**config.mk**
```make
export PLATFORM = sky130hd
export DESIGN_NAME = pin_entry_driver
export DESIGN_NICKNAME = d
export VERILOG_FILES = /design/src/rtl/pin_pkg.sv /design/src/rtl/pin_timer.sv /design/src/rtl/pin_entry_driver.sv
export SDC_FILE = /design/constraint.sdc
export NUM_CORES = 1
export LEC_CHECK = 0
export CAP_MARGIN = 20
export CORE_MARGIN = 2
export CORE_UTILIZATION = 37
export CTS_BUF_LIST = sky130_fd_sc_hd__clkbuf_16
export CTS_CLUSTER_DIAMETER = 40
export DETAILED_ROUTE_END_ITERATION = 10
export GPL_ROUTABILITY_DRIVEN = 1
export SLEW_MARGIN = 10
export SYNTH_ARGS = -nofsm -noshare
export SYNTH_HDL_FRONTEND = slang
export SYNTH_HIERARCHICAL = 1
export SYNTH_SLANG_ARGS = --single-unit
```
**constraint.sdc**
```tcl
create_clock -name clk -period 3.15 [get_ports clk]
set_input_delay 0.7875 -clock clk [delete_from_list [all_inputs] [get_ports clk]]
set_output_delay 0.7875 -clock clk [all_outputs]
set_load 0.02 [all_outputs]
```
**src/rtl/pin_pkg.sv**
```systemverilog
// Shared types and constants for the PIN-entry driver and the checker bench.
package pin_pkg;

  localparam int unsigned PIN_DIGITS = 4;
  localparam int unsigned DIGIT_W    = 2;
  localparam int unsigned PIN_W      = PIN_DIGITS * DIGIT_W;

  localparam logic [PIN_W-1:0] DEFAULT_PASSKEY = 8'hA5;

  typedef enum logic [2:0] {
    StIdle,
    StReady,
    StSend,
    StGap,
    StAwait,
    StClear,
    StLocked
  } state_t;

  // Digit idx of a PIN word, counting from the most significant digit.
  function automatic logic [DIGIT_W-1:0] pin_digit(input logic [PIN_W-1:0] word,
                                                   input logic [1:0]       idx);
    logic [PIN_W-1:0] shifted;
    shifted = word << (DIGIT_W * 32'(idx));
    return shifted[PIN_W-1 -: DIGIT_W];
  endfunction

endpackage

```
**src/rtl/pin_timer.sv**
```systemverilog
// Loadable down-counter; expired stays high while the count rests at zero.
module pin_timer #(
  parameter int unsigned WIDTH = 8
) (
  input  logic             clk,
  input  logic             reset,
  input  logic             load,
  input  logic [WIDTH-1:0] value,
  output logic             expired
);

  logic [WIDTH-1:0] count;

  always_ff @(posedge clk or posedge reset) begin
    if (reset) begin
      count <= '0;
    end else if (load) begin
      count <= value;
    end else if (count != '0) begin
      count <= count - WIDTH'(1);
    end
  end

  assign expired = (count == '0);

endmodule

```
**src/rtl/pin_entry_driver.sv**
```systemverilog
// Serialises a PIN word into digit strobes for the pin checker, collects the verdict and
// enforces a lockout after repeated failures.
module pin_entry_driver
  import pin_pkg::*;
#(
  parameter int unsigned GAP_CYCLES     = 4,
  parameter int unsigned TIMEOUT_CYCLES = 64,
  parameter int unsigned MAX_FAILS      = 3,
  parameter int unsigned LOCK_CYCLES    = 256
) (
  input  logic               clk,
  input  logic               reset,
  input  logic               start,
  input  logic [PIN_W-1:0]   pin,
  input  logic               chk_waiting,
  input  logic               chk_correct,
  input  logic               chk_incorrect,
  output logic [DIGIT_W-1:0] digit,
  output logic               submit,
  output logic               busy,
  output logic               done,
  output logic               pass,
  output logic               timeout,
  output logic               locked,
  output logic [1:0]         fail_count
);

  localparam int unsigned MaxGt     = (GAP_CYCLES > TIMEOUT_CYCLES) ? GAP_CYCLES : TIMEOUT_CYCLES;
  localparam int unsigned MaxCycles = (MaxGt > LOCK_CYCLES) ? MaxGt : LOCK_CYCLES;
  localparam int unsigned TW        = $clog2(MaxCycles);
  localparam logic [1:0]  FailLimit = 2'(MAX_FAILS);
  localparam logic [1:0]  LastDigit = 2'(PIN_DIGITS - 1);

  state_t           state;
  logic [PIN_W-1:0] pin_word;
  logic [1:0]       idx;
  logic             tmr_load;
  logic [TW-1:0]    tmr_value;
  logic             tmr_expired;

  pin_timer #(
    .WIDTH(TW)
  ) u_timer (
    .clk    (clk),
    .reset  (reset),
    .load   (tmr_load),
    .value  (tmr_value),
    .expired(tmr_expired)
  );

  // The timer is preloaded for whichever waiting state comes next; the count then starts on
  // the first cycle of that state so expiry lands on its last cycle.
  always_comb begin
    tmr_load  = 1'b0;
    tmr_value = '0;
    case (state)
      StIdle: begin
        tmr_load  = 1'b1;
        tmr_value = TW'(TIMEOUT_CYCLES - 1);
      end
      StSend: begin
        tmr_load  = 1'b1;
        tmr_value = (idx == LastDigit) ? TW'(TIMEOUT_CYCLES - 1) : TW'(GAP_CYCLES - 2);
      end
      StClear: begin
        tmr_load  = 1'b1;
        tmr_value = TW'(LOCK_CYCLES - 1);
      end
      default: ;
    endcase
  end

  always_ff @(posedge clk or posedge reset) begin
    if (reset) begin
      state      <= StIdle;
      pin_word   <= '0;
      idx        <= '0;
      digit      <= '0;
      submit     <= 1'b0;
      busy       <= 1'b0;
      done       <= 1'b0;
      pass       <= 1'b0;
      timeout    <= 1'b0;
      locked     <= 1'b0;
      fail_count <= '0;
    end else begin
      submit <= 1'b0;
      done   <= 1'b0;
      case (state)
        StIdle: begin
          if (start && !locked) begin
            pin_word <= pin;
            pass     <= 1'b0;
            timeout  <= 1'b0;
            busy     <= 1'b1;
            state    <= StReady;
          end
        end
        StReady: begin
          if (chk_waiting) begin
            idx    <= '0;
            digit  <= pin_digit(pin_word, 2'd0);
            submit <= 1'b1;
            state  <= StSend;
          end else if (tmr_expired) begin
            done    <= 1'b1;
            timeout <= 1'b1;
            pass    <= 1'b0;
            state   <= StClear;
          end
        end
        StSend: begin
          state <= (idx == LastDigit) ? StAwait : StGap;
        end
        StGap: begin
          if (tmr_expired) begin
            idx    <= idx + 2'd1;
            digit  <= pin_digit(pin_word, idx + 2'd1);
            submit <= 1'b1;
            state  <= StSend;
          end
        end
        StAwait: begin
          if (chk_correct) begin
            pass       <= 1'b1;
            fail_count <= '0;
            done       <= 1'b1;
            state      <= StClear;
          end else if (chk_incorrect) begin
            pass <= 1'b0;
            if (fail_count != FailLimit) fail_count <= fail_count + 2'd1;
            done  <= 1'b1;
            state <= StClear;
          end else if (tmr_expired) begin
            done    <= 1'b1;
            timeout <= 1'b1;
            pass    <= 1'b0;
            state   <= StClear;
          end
        end
        StClear: begin
          // The checker holds its verdict for several cycles; let it drop first.
          if (!chk_correct && !chk_incorrect) begin
            busy <= 1'b0;
            if (fail_count == FailLimit) begin
              locked <= 1'b1;
              state  <= StLocked;
            end else begin
              state <= StIdle;
            end
          end
        end
        StLocked: begin
          if (tmr_expired) begin
            locked     <= 1'b0;
            fail_count <= '0;
            state      <= StIdle;
          end
        end
        default: state <= StIdle;
      endcase
    end
  end

endmodule
```
==> run metrics <==
Lkg Pwr 0.000945 µW; critical path endpoint category register; RSZ-0062 raised after global routing false; outcome completed; Die Wd 73.6 µm; syn avg cell area 9.54 µm²; Cell variety after synth 54; CP arrival 2.78 ns; Post-Synth XOR/XNOR Area 0.977%; max-cap violation count 0; crit-path leading delay family simple AND/OR/NAND/NOR gates; CP max stage cell or4b_1; most frequent cells in the layout dfrtp_1, clkdlybuf4s50_1, nand2_1; pin count of the biggest net entering global routing 24; Sink Count 31; Sw Ratio 34.7%; Row Count 25; Synth Register Bits 31; clk slew on worst S/H paths 0.05 ns; area delta synth->final 23.7%; Critical Path Max Stage Delay 0.60 ns; power share of the combinational group 37.5%; global route overflow 0; pre-CTS setup slack 0.538 ns; vias in the first global route 1392; Post-Synth Simple-Gate Area 19.5%; crit path max fanout 11; Slew Viols, Final 0; final hold violations 0; worst-path cell chain inv_1 -> ha_1 -> or4b_1 -> nor2_2 -> nand2b_1 -> o311ai_0 -> mux2_2; Clock Root Buffer clkbuf_16; Syn Nets 205; postcts setup bufs 0; Post-DP HPWL 2600 µm; CTS tree done; Ys Warns 6; number of flops mapped to enable cells by yosys 0; final net count 226; total number of vias 1438; most common cell after layout, fill and taps aside dfrtp_1; sequential share of power 34.7%; critical path buffer and inverter count 1; DR pass1 iterations 4; CTS Buffer Depth 2; post-layout minimum cycle time 2.61 ns; Filler Cell Count 470; routed vias/inst 5.45; Post-Syn Instances 188; Fmax achieved 383 MHz; PwrDens 882 nW/µm²; total core area 4690 µm²; # DRC 0; H-tree depth 2; IO Count 24; Antenna Nets Post-Route 0; Post-synth ARST share 100%; Hold-fix buffers, CTS 0; mux share of post-synthesis cell area 7.47%; register area 776 µm²; Routed WL per cell 14.0 µm; Clk pwr share 27.7%; fraction of layout instances using a drive strength above 1 12.9%; Synth Area in Compound Gates 21.6%; kind of critical path reg2reg; Detailed Route WL 3690 µm; required time worst endpoint 3.31 ns; Multi-input gate area 925 µm²; n_diodes 0; Critical Path Source Type register; Internal Power 1280 µW; Core Util, Final 47.3%; Most used DFF post-synth dfrtp_1; Die ar. 5420 µm²; DR iter-0 viols 65; Starting Density 38.2%; post-CTS sizing 0; clock buffer count from CTS 5; hold crit path type reg2reg; Switching Power 680 µW; adder-cell share of the synthesized area 2.09%; Least-Margin Pin Slew 0.682 ns; Clock Skew 0.00319 ns; min setup slack post-route 0.537 ns; Total GRT Usage 15.7%; height of the die 73.6 µm; port buffer count 23; maximum vdd drop 0.396 mV; register area share after synthesis 43.3%; Final period util 83.0%; final setup fails 0; Routability Congestion 0.781; main combinational cell family by area after synthesis compound AO/OA/AOI/OAI gates; antenna violations before repair 0; worst skew pair latency 0.28 ns; Worst slew margin 54.6%; Fin Setup TNS 0 ns; synthesized cell area 1790 µm²; first-pass GRT wire length 6520 µm
[cell families after synthesis]
logic type / Yosys count
multiplexers: 12
AND/OR/NAND/NOR: 62
buffers and inverters: 21
AO/OA/AOI/OAI: 57
flip-flops: 31
XOR/XNOR: 2
adder cells (fa/ha/maj): 3
[flip-flops by register name, summed over array words and instances, names as in the netlist, 2 cells and up]
register,cells
pin_word,8
u_timer/count,8
state,3
digit,2
fail_count,2
idx,2
[final cells by class]
cell class / instances / area share [%]
clock buffers: 5 / 5.64
clock inverters: 3 / 1.75
inverters: 9 / 1.52
multi-input cells: 136 / 41.7
flip-flops and latches: 31 / 35.0
well taps: 54 / 3.05
repair buffers: 26 / 11.4
[per-layer routing]
| metal | wire length (µm) | track usage, % | up-vias |
|---|---|---|---|
| met3 | 135 | 3.57 | 6 |
| met1 | 1800 | 21.7 | 682 |
| met2 | 1710 | 23.4 | 26 |
| li1 | - | - | 724 |
| met4 | 46 | 7.27 | 0 |
| met5 | 0 | 0 | - |
[Yosys cell counts (3+ instances only)]
| cell | count | area [µm²] |
|---|---|---|
| nor3_1 | 5 | 25.0 |
| dfrtp_1 | 31 | 776 |
| buf_2 | 5 | 25.0 |
| a31oi_1 | 6 | 37.5 |
| a21oi_1 | 10 | 50.1 |
| a211oi_1 | 3 | 22.5 |
| nand2b_1 | 6 | 37.5 |
| clkbuf_1 | 5 | 18.8 |
| mux2_2 | 11 | 124 |
| nand2_1 | 14 | 52.6 |
| inv_1 | 9 | 33.8 |
| o31ai_1 | 3 | 22.5 |
| ha_1 | 3 | 37.5 |
| nor2b_1 | 4 | 25.0 |
| nor2_1 | 13 | 48.8 |
| a21boi_0 | 3 | 22.5 |
| o21ai_0 | 10 | 50.1 |
| o22ai_1 | 4 | 25.0 |
[path summary, 6_finish.rpt]
kind	from	to	slack, ns	cells past startpoint
max	u_timer/count[0]	fail_count[0]	0.54	7
max in group asynchronous	reset	locked	2.04	3
min	idx[1]	idx[1]	0.49	1
min reg2reg	idx[1]	idx[1]	0.49	1
min in group asynchronous	reset	u_timer/count[3]	0.80	2
max reg2reg	u_timer/count[0]	fail_count[0]	0.54	7
[power by group through the flow]
stage / combinational, µW / sequential (µW) / clock [µW]
2_1_floorplan: 590 / 653 / 0
3_3_place_gp: 735 / 685 / 0
3_5_place_dp: 739 / 685 / 0
4_1_cts: 742 / 680 / 554
5_1_grt: 831 / 706 / 574
6_report: 735 / 680 / 543
[per-stage QoR]
step	std cells	area [µm²]	total power [µW]	hold slack, ns
after global routing	264	2220	2110	0.521
after floorplan	188	1790	1240	0.470
after global placement	256	2050	1420	0.477
after detailed placement	256	2050	1420	0.485
final	264	2220	1960	0.494
after CTS	264	2220	1980	0.497
No activity file was read; power rests on OpenSTA's default activity.
